$ cat config.mk
export PLATFORM = sky130hd
export DESIGN_NAME = map_loader
export DESIGN_NICKNAME = d
export VERILOG_FILES = /design/src/rtl/map_loader.sv
export SDC_FILE = /design/constraint.sdc
export NUM_CORES = 1
export LEC_CHECK = 0
export BUFFER_PORTS_ARGS = -buffer_cell sky130_fd_sc_hd__clkbuf_2
export CORE_UTILIZATION = 46
export DETAILED_ROUTE_END_ITERATION = 8
export PLACE_DENSITY = 0.7
export SLEW_MARGIN = 20
export SYNTH_ARGS = -nofsm -noshare
export SYNTH_HDL_FRONTEND = slang
export SYNTH_SLANG_ARGS = --single-unit
$ cat constraint.sdc
create_clock -name clk -period 6.6 [get_ports clk]
set_clock_uncertainty 0.2 [all_clocks]
set_input_delay 1.98 -clock clk [delete_from_list [all_inputs] [get_ports clk]]
set_output_delay 1.98 -clock clk [all_outputs]
set_load 0.1 [all_outputs]
$ cat src/rtl/map_loader.sv
// Loads one 8x8 maze (8 row words, start word, end word) from the banked map ROM into registers.
// Optional build macro MAP_CHECK_EN adds a start/end sanity check on the finished map.
module map_loader #(
  parameter int ROM_LAT = 2
) (
  input  logic        clk,
  input  logic        rst,
  input  logic        load,
  input  logic [1:0]  map_sel,
  output logic [1:0]  rom_sel,
  output logic [3:0]  rom_addr,
  input  logic [7:0]  rom_data,
  output logic        busy,
  output logic        done,
  output logic        err,
  output logic        map_valid,
  output logic [63:0] map_rows,
  output logic [5:0]  start_pos,
  output logic [5:0]  end_pos
);

  localparam int          CW        = $clog2(ROM_LAT + 11);
  localparam logic [3:0]  LAST_ADDR = 4'd9;

  typedef enum logic [1:0] {
    S_IDLE,
    S_FETCH,
    S_DONE
  } state_t;

  state_t        r_state;
  logic [CW-1:0] r_cyc;
  logic [1:0]    r_rom_sel;
  logic [3:0]    r_rom_addr;
  logic          r_busy;
  logic          r_done;
  logic          r_err;
  logic          r_valid;
  logic [63:0]   r_rows;
  logic [5:0]    r_start;
  logic [5:0]    r_end;

  // r_cyc counts FETCH cycles from the first address; the word on rom_data
  // belongs to the address issued ROM_LAT cycles earlier.
  logic          w_cap;
  logic [CW-1:0] w_k;
  logic          w_ok;

  assign w_cap = (r_cyc >= CW'(ROM_LAT));
  assign w_k   = r_cyc - CW'(ROM_LAT);

`ifdef MAP_CHECK_EN
  // Evaluated on the cycle word 9 arrives, so the end point comes straight from rom_data.
  logic [5:0] w_end;
  assign w_end = rom_data[5:0];
  assign w_ok  = r_rows[r_start] & r_rows[w_end] & (r_start != w_end);
`else
  assign w_ok  = 1'b1;
`endif

  // NOTE: all state here is edge-triggered, so every assignment is non-blocking (<=);
  // blocking assignments would let later statements see same-cycle values and break the pipeline.
  always_ff @(posedge clk) begin
    if (rst) begin
      r_state    <= S_IDLE;
      r_cyc      <= '0;
      r_rom_sel  <= '0;
      r_rom_addr <= '0;
      r_busy     <= 1'b0;
      r_done     <= 1'b0;
      r_err      <= 1'b0;
      r_valid    <= 1'b0;
      r_rows     <= '0;
      r_start    <= '0;
      r_end      <= '0;
    end else begin
      r_done <= 1'b0;
      r_err  <= 1'b0;
      unique case (r_state)
        S_IDLE: begin
          if (load) begin
            if (map_sel != 2'd3) begin
              r_rom_sel  <= map_sel;
              r_rom_addr <= '0;
              r_cyc      <= '0;
              r_busy     <= 1'b1;
              r_valid    <= 1'b0;
              r_state    <= S_FETCH;
            end else begin
              r_err <= 1'b1;
            end
          end
        end
        S_FETCH: begin
          r_cyc <= r_cyc + CW'(1);
          if (r_rom_addr != LAST_ADDR) begin
            r_rom_addr <= r_rom_addr + 4'd1;
          end
          if (w_cap) begin
            if (w_k < CW'(8)) begin
              r_rows[{w_k[2:0], 3'b000} +: 8] <= rom_data;
            end else if (w_k == CW'(8)) begin
              r_start <= rom_data[5:0];
            end else begin
              r_end   <= rom_data[5:0];
              r_busy  <= 1'b0;
              r_done  <= 1'b1;
              r_valid <= w_ok;
              r_err   <= ~w_ok;
              r_state <= S_DONE;
            end
          end
        end
        S_DONE: begin
          r_state <= S_IDLE;
        end
        default: begin
          r_state <= S_IDLE;
        end
      endcase
    end
  end

  assign rom_sel   = r_rom_sel;
  assign rom_addr  = r_rom_addr;
  assign busy      = r_busy;
  assign done      = r_done;
  assign err       = r_err;
  assign map_valid = r_valid;
  assign map_rows  = r_rows;
  assign start_pos = r_start;
  assign end_pos   = r_end;

endmodule

==> results of run 1 <==
## kinds of logic after synthesis
family | Yosys count | share of synthesized area
simple gates | 178 | 0.236
flops | 92 | 0.454
compound gates | 80 | 0.112
mux | 44 | 0.111
buf+inv | 38 | 0.0401
fa+ha+maj | 10 | 0.0309
xor+xnor | 6 | 0.0148
## Yosys cell counts (all sizes together)
cell / count
and4: 1
ha: 10
nand2: 36
nand2b: 37
o2111a: 1
buf: 6
o211ai: 1
nor2: 33
and4b: 1
nor3: 9
or3b: 1
dfxtp: 92
o21ai: 34
a21bo: 1
inv: 7
a22oi: 1
nor3b: 2
and2: 1
a21boi: 1
nor4: 1
mux2i: 42
nor2b: 8
or3: 2
a21oi: 35
mux2: 2
xnor2: 5
clkbuf: 25
xor2: 1
and3: 3
nand3: 17
o2111ai: 1
or4: 4
a211oi: 4
nand4: 22
a2111oi: 1
## metrics by stage
stage / instances / total power [mW] / utilization / setup WS (ns) / hold slack [ns]
final: 637 / 1.03 / 0.563 / 2.87 / 0.278
after global routing: 637 / 1.07 / 0.563 / 2.75 / 0.301
after CTS: 637 / 1.04 / 0.563 / 2.88 / 0.280
after detailed placement: 621 / 0.701 / 0.542 / 2.50 / 0.262
after global placement: 621 / 0.698 / 0.542 / 2.66 / 0.244
after floorplan: 448 / 0.675 / - / 3.40 / 0.326
## power groups by stage
stage                     Combinational [mW]  Sequential, mW  Clock, mW
after floorplan                       0.0662           0.609          0
after global placement                 0.117           0.581          0
after detailed placement               0.119           0.582          0
after CTS                              0.119           0.569      0.352
after global routing                   0.128           0.570      0.375
final                                  0.120           0.569      0.345
## state kept, by name, summed over array words and instances, names as in the netlist
register / cells
r_state: 2
done: 1
map_valid: 1
map_rows: 64
err: 1
start_pos: 6
rom_sel: 2
r_cyc: 4
end_pos: 6
busy: 1
rom_addr: 4
## area by class of cell
class                   instances  area [um2]  area share
clock buffers                  10         128      0.0270
multi-input cells             318        2050       0.434
repair buffers                 99         498       0.105
clock inverters                 6        47.5      0.0101
well taps                     105         131      0.0278
flip-flops and latches         92        1840       0.390
inverters                       7        26.3     0.00557
## worst min-delay path by stage
stage	endpoint	slack, ns	depth (start not counted)
final	map_rows[34]	0.28	2
after global routing	map_rows[56]	0.30	2
after CTS	busy	0.28	2
after detailed placement	busy	0.26	2
after global placement	busy	0.24	2
after floorplan	r_cyc[0]	0.33	2
## worst max-delay path, stage by stage
cell and delay (ns):
clkbuf_2 0.46, buf_4 0.47, nor3_1 0.58, nand2_1 0.10, mux2i_1 0.17
## routing by layer
metal | wire length, um | GRT usage
met5 | 0 | 0
met4 | 69 | 0.0734
met3 | 877 | 0.0545
met2 | 4600 | 0.348
met1 | 4520 | 0.291
==> impl_metrics.env, run 1 <==
export IMPL_start_util=0.484
export IMPL_ys_types=43
export IMPL_syn_inst=448
export IMPL_power_density_nw_per_um2=219
export IMPL_drcViolationCount=0
export IMPL_fp_dieH_um=95.9
export IMPL_yosysWarnings=0
export IMPL_synth_top_area_cell="dfxtp_1"
export IMPL_ctsHoldBuffers=0
export IMPL_crit_path_start="rst"
export IMPL_yosysTopAreaCellShare=0.454
export IMPL_clkLatencyLatePin_ns=0.36
export IMPL_drive_gt1_frac=0.237
export IMPL_cp_arrival_ns=3.80
export IMPL_r2r_cells=6
export IMPL_cap_violations=0
export IMPL_yosysSeqAreaShare=0.454
export IMPL_coreArea_um2=8380
export IMPL_clock_power_share=0.334
export IMPL_fill_cells=791
export IMPL_critPathMaxFanout=49
export IMPL_vdd_ir_drop_max_v=0.000148
export IMPL_rsz0062_at_grt="no"
export IMPL_dpl_cell_area_um2=4550
export IMPL_die_area_um2=9190
export IMPL_clkSlewWorstSetupHoldPaths_ns=0.09
export IMPL_setup_viol=0
export IMPL_diodes=0
export IMPL_cts_resized=0
export IMPL_syn_to_final_growth_pct=16.5
export IMPL_numClockSinks=92
export IMPL_worst_slew_margin_rel=0.375
export IMPL_cts_max_path_buffers=2
export IMPL_grt_pass1_vias=3151
export IMPL_io_buffers=98
export IMPL_vias=3541
export IMPL_htree_levels=3
export IMPL_track_usage=0.219
export IMPL_cp_required_ns=6.68
export IMPL_worst_pin_slew_ns=0.929
export IMPL_cp_endpoint="map_rows[9]"
export IMPL_fin_setup_tns_ns=0
export IMPL_syn_area_per_cell_um2=9.05
export IMPL_dr_pass1_iters=5
export IMPL_drtIter0Drc=181
export IMPL_min_period_ns=3.73
export IMPL_worstHoldStart="map_rows[34]"
export IMPL_start_kind="input port"
export IMPL_criticalPathCategory="in -> reg"
export IMPL_drtAntennaViolNets=0
export IMPL_p_seq_frac=0.550
export IMPL_antenna_found_initial=0
export IMPL_critPathCaptureType="flop"
export IMPL_row_count=33
export IMPL_grt_pass1_wl_mm=15.5
export IMPL_switching_power_uw=304
export IMPL_outcome="complete, no violations"
export IMPL_die_w_um=95.9
export IMPL_r2r_start="r_cyc[1]"
export IMPL_syn_area_um2=4050
export IMPL_switching_share=0.294
export IMPL_synth_fp_nets=471
export IMPL_final_common_cell="clkbuf_2"
export IMPL_grt_max_degree=50
export IMPL_final_cell_mix="98 x clkbuf_2, 92 x dfxtp_1, 42 x mux2i_1"
export IMPL_hold_viol_final=0
export IMPL_max_freq_mhz=268
export IMPL_cts_tree="yes"
export IMPL_r2r_end="map_rows[39]"
export IMPL_p_comb_frac=0.116
export IMPL_finalInstanceArea_um2=4720
export IMPL_fin_crit_sh=0.564
export IMPL_numCtsBuffers=9
export IMPL_cts_setup_buffers=0
export IMPL_dp_hpwl_mm=6.93
export IMPL_synth_area_leaders="dfxtp_1 45%, mux2i_1 10%, nand2b_1 5.7%"
export IMPL_io_pins=99
export IMPL_hp_class="reg -> reg"
export IMPL_clockRootBuffer="clkbuf_8"
export IMPL_wl_per_cell_um=15.8
export IMPL_r2r_slack_ns=3.47
export IMPL_nets=550
export IMPL_place_congestion=0.808
export IMPL_slew_viol_final=0
export IMPL_grt_overflow_total=0
export IMPL_viasPerCell=5.56
export IMPL_drt_total_wl_mm=10.1
export IMPL_p_int_uw=730
export IMPL_power_leakage_nw=2.12
export IMPL_ys_ff_latch=92
(Power assumes the default switching activity.)
==> run 2, diff against run 1 <==
- clock period: 6.6 -> 3.9 ns (I/O delays scaled with it)
==> impl_metrics.env, run 2 (synthesis gave the netlist of run 1 again) <==
export IMPL_outcome="complete, no violations"
export IMPL_final_common_cell="clkbuf_2"
export IMPL_vias=3477
export IMPL_max_stage_delay_ns=0.65
export IMPL_multi_input_area_um2=2050
export IMPL_worstPathCellList="inv_1, ha_1, ha_1, nor2b_1, nand3_1, or4_1, a21oi_1"
export IMPL_seq_area_um2=1840
export IMPL_drt_total_wl_mm=10.0
export IMPL_whs_ns=0.267
export IMPL_drtIter0Drc=253
export IMPL_cp_required_ns=4.00
export IMPL_grt_overflow_total=0
export IMPL_cts_setup_buffers=0
export IMPL_start_util=0.484
export IMPL_dpl_cell_area_um2=4580
export IMPL_wl_per_cell_um=15.6
export IMPL_hp_class="reg -> reg"
export IMPL_io_buffers=98
export IMPL_power_leakage_nw=2.17
export IMPL_numClockSinks=92
export IMPL_power_density_nw_per_um2=395
export IMPL_final_cell_mix="98 x clkbuf_2, 92 x dfxtp_1, 42 x mux2i_1"
export IMPL_critPathCaptureType="flop"
export IMPL_grt_max_degree=47
export IMPL_slowest_stage="dfxtp_1"
export IMPL_crit_path_start="r_cyc[0]"
export IMPL_postLayoutCoreUtil=0.573
export IMPL_gr_max_usage_layer="met2"
export IMPL_grt_util_met1=0.304
export IMPL_place_congestion=0.903
export IMPL_worst_slew_margin_rel=0.480
export IMPL_largest_reg_flops=64
export IMPL_worst_pin_slew_ns=0.774
export IMPL_slew_viol_final=0
export IMPL_min_period_ns=2.95
export IMPL_clockRootBuffer="clkbuf_8"
export IMPL_numCtsBuffers=9
export IMPL_setup_viol=0
export IMPL_worstHoldStart="map_valid"
export IMPL_criticalPathCategory="reg -> reg"
export IMPL_layout_cells_non_filler=641
export IMPL_max_freq_mhz=339
export IMPL_hold_viol_final=0
export IMPL_met3_usage=0.0671
export IMPL_antenna_found_initial=0
export IMPL_start_kind="flop"
export IMPL_power_total_mw=1.90
export IMPL_finalWorstSetupSlack_ns=0.949
export IMPL_coreArea_um2=8380
export IMPL_clkLatencyLatePin_ns=0.36
export IMPL_dr_pass1_iters=4
export IMPL_fp_dieH_um=95.9
export IMPL_drcViolationCount=0
export IMPL_drive_gt1_frac=0.241
export IMPL_vdd_ir_drop_max_v=0.000231
export IMPL_nets=554
export IMPL_cts_max_path_buffers=2
export IMPL_cp_arrival_ns=3.05
export IMPL_r2r_start="r_cyc[0]"
export IMPL_drtAntennaViolNets=0
export IMPL_clkSlewWorstSetupHoldPaths_ns=0.09
export IMPL_place_ws_ns=0.997
export IMPL_fill_cells=784
export IMPL_grt_pass1_wl_mm=15.9
export IMPL_diodes=0
export IMPL_critPathMaxFanout=16
export IMPL_syn_to_final_growth_pct=18.5
export IMPL_cts_tree="yes"
export IMPL_rsz0062_at_grt="no"
export IMPL_finalInstanceArea_um2=4800
export IMPL_fin_setup_tns_ns=0
export IMPL_io_pins=99
export IMPL_ctsHoldBuffers=0
export IMPL_htree_levels=3
export IMPL_die_w_um=95.9
export IMPL_cap_violations=0
export IMPL_die_area_um2=9190
export IMPL_dp_hpwl_mm=6.95
export IMPL_grt_use_met2=0.358
export IMPL_row_count=33
export IMPL_crit_top_cell="ha_1"
export IMPL_track_usage=0.227
export IMPL_place_inst=625
export IMPL_grt_pass1_vias=3222
export IMPL_fin_crit_sh=0.757
export IMPL_cts_resized=0
export IMPL_viasPerCell=5.42
-- run 2: path summary, 6_finish.rpt --
kind,endpoint,slack (ns),cells past startpoint
worst min register to register,map_valid,0.27,2
worst max-delay path,map_rows[47],0.95,7
worst min-delay path,map_valid,0.27,2
worst max register to register,map_rows[47],0.95,7
-- run 2: report_power, final --
group          leakage (nW)  total, mW  internal [mW]  switching (mW)
Clock                 0.114      0.727          0.398           0.329
Combinational          1.31      0.208         0.0525           0.155
Sequential            0.742      0.962          0.948          0.0133
Total                  2.17       1.90           1.40           0.497
-- run 2: cell type report --
cell class,count,area share
clock buffers,13,0.0331
clock inverters,3,0.0143
inverters,7,0.00547
multi-input cells,318,0.426
flip-flops and latches,92,0.383
well taps,105,0.0274
repair buffers,103,0.110
-- run 2: worst max-delay path: cells and delay by family, from the launching register on --
| kind | cells | cell delay [ns] |
|---|---|---|
| AO/OA/AOI/OAI | 1 | 0.14 |
| flip-flops | 1 | 0.65 |
| buffers and inverters | 1 | 0.21 |
| adder cells (fa/ha/maj) | 2 | 0.68 |
| AND/OR/NAND/NOR | 3 | 1.00 |
-- run 2: metal layers --
layer  share of wire  wire length (um)  vias to the layer above
li1                -                 -                     1724
met1            0.46              4620                     1616
met2            0.44              4420                      126
met3           0.086               860                       11
met4           0.010               102                        0
met5               0                 0                        -
==> run 3, diff against run 2 <==
- PLACE_DENSITY: 0.7 -> 0.73
- clock period: 3.9 -> 2.6 ns (I/O delays scaled with it)
==> impl_metrics.env, run 3 (synthesis gave the netlist of run 1 again) <==
export IMPL_drtIter0Drc=168
export IMPL_final_common_cell="clkbuf_2"
export IMPL_postLayoutCoreUtil=0.584
export IMPL_diodes=0
export IMPL_path_delay_family="adder cells"
export IMPL_place_congestion=0.898
export IMPL_hold_viol_final=0
export IMPL_io_pins=99
export IMPL_hp_class="reg -> reg"
export IMPL_die_w_um=95.9
export IMPL_slowest_stage="dfxtp_1"
export IMPL_fp_dieH_um=95.9
export IMPL_critPathBufInv=2
export IMPL_start_kind="flop"
export IMPL_drtAntennaViolNets=0
export IMPL_htree_levels=3
export IMPL_largest_reg_flops=64
export IMPL_fin_setup_tns_ns=0
export IMPL_clkSlewWorstSetupHoldPaths_ns=0.09
export IMPL_max_freq_mhz=400
export IMPL_criticalPathCategory="reg -> reg"
export IMPL_vdd_ir_drop_max_v=0.000353
export IMPL_numClockSinks=92
export IMPL_dpl_cell_area_um2=4660
export IMPL_wl_per_cell_um=15.7
export IMPL_outcome="complete, no violations"
export IMPL_nets=566
export IMPL_max_stage_delay_ns=0.36
export IMPL_grt_pass1_wl_mm=16.2
export IMPL_multi_input_area_um2=2060
export IMPL_worstPathCellList="inv_1, ha_1, ha_1, buf_4, nor2b_1, nand4_1, o21ai_0, a21oi_1"
export IMPL_crit_top_cell="ha_1"
export IMPL_vias=3600
export IMPL_min_period_ns=2.50
export IMPL_antenna_found_initial=0
export IMPL_grt_overflow_total=0
export IMPL_clockRootBuffer="clkbuf_8"
export IMPL_final_cell_mix="98 x clkbuf_2, 92 x dfxtp_1, 42 x mux2i_1"
export IMPL_coreArea_um2=8380
export IMPL_fill_cells=744
export IMPL_dr_pass1_iters=4
export IMPL_critPathCaptureType="flop"
export IMPL_syn_to_final_growth_pct=20.9
export IMPL_seq_area_um2=1840
export IMPL_drt_total_wl_mm=10.3
export IMPL_drive_gt1_frac=0.261
export IMPL_track_usage=0.232
export IMPL_dp_hpwl_mm=7.28
export IMPL_rsz0062_at_grt="yes"
export IMPL_power_density_nw_per_um2=576
export IMPL_setup_viol=0
export IMPL_worst_slew_margin_rel=0.610
export IMPL_power_total_mw=2.82
export IMPL_row_count=33
export IMPL_cap_violations=0
export IMPL_die_area_um2=9190
export IMPL_power_leakage_nw=2.24
export IMPL_cp_arrival_ns=2.54
export IMPL_worst_pin_slew_ns=0.581
export IMPL_cts_tree="yes"
export IMPL_finalInstanceArea_um2=4900
export IMPL_cts_max_path_buffers=2
export IMPL_start_util=0.484
export IMPL_numCtsBuffers=9
export IMPL_clkLatencyLatePin_ns=0.36
export IMPL_cp_required_ns=2.64
export IMPL_grt_pass1_vias=3210
export IMPL_grt_max_degree=34
export IMPL_slew_viol_final=0
export IMPL_io_buffers=98
export IMPL_critPathMaxFanout=8
export IMPL_drcViolationCount=0
export IMPL_fin_crit_sh=0.961
export IMPL_viasPerCell=5.51
## run 3: changes by cell type in the layout (fill, tap and decap cells not counted), sizes merged
cell | before | now
buf | 5 | 17
clkbuf | 111 | 108
clkinvlp | 0 | 2
clkinv | 1 | 2
## run 3: path summary, 6_finish.rpt
kind                            startpoint     endpoint  slack (ns)  cells after the start
worst max-delay path              r_cyc[2]  map_rows[6]        0.10                      8
worst min-delay path             map_valid    map_valid        0.27                      2
worst max register to register    r_cyc[2]  map_rows[6]        0.10                      8
worst min register to register   map_valid    map_valid        0.27                      2
## run 3: power breakdown
group	internal (mW)	switching, mW	leakage (nW)
registers	1.42	0.0136	0.742
logic	0.0919	0.245	1.39
clock network	0.542	0.506	0.102
total	2.06	0.764	2.24
## run 3: metrics by stage
step | std cells | worst slack, ns | hold WS, ns
5_1_grt | 653 | -0.0470 | 0.299
2_1_floorplan | 448 | 0.0199 | 0.326
3_5_place_dp | 636 | 0.0999 | 0.260
4_1_cts | 652 | 0.0610 | 0.274
6_report | 653 | 0.100 | 0.274
3_3_place_gp | 636 | 0.244 | 0.257
## run 3: layout make-up
| class | instances | share of cell area |
|---|---|---|
| multi-input combinational | 318 | 0.421 |
| clock inverter | 6 | 0.0181 |
| tap | 105 | 0.0268 |
| clock buffer | 10 | 0.0261 |
| inverter | 7 | 0.00536 |
| timing repair buffer | 115 | 0.126 |
| sequential | 92 | 0.376 |
## run 3: repair_timing
item / 4_1_cts / 5_1_grt
hold buffers: 0 / 0
endpoints found under the setup margin: 0 / 10
gates resized for setup: 0 / 3
setup buffers: 0 / 1
hold endpoints to repair: 0 / 0
## run 3: worst reg2reg max path: stages (launching register included)
cell	delay (ns)
dfxtp_1	0.36
inv_1	0.10
ha_1	0.33
ha_1	0.36
buf_4	0.18
nor2b_1	0.17
nand4_1	0.29
o21ai_0	0.28
a21oi_1	0.10
## run 3: routing by layer
| layer | routed length [um] | track usage |
|---|---|---|
| met1 | 4680 | 0.308 |
| met2 | 4760 | 0.371 |
| met3 | 718 | 0.0434 |
| met4 | 121 | 0.0920 |
| met5 | 0 | 0 |
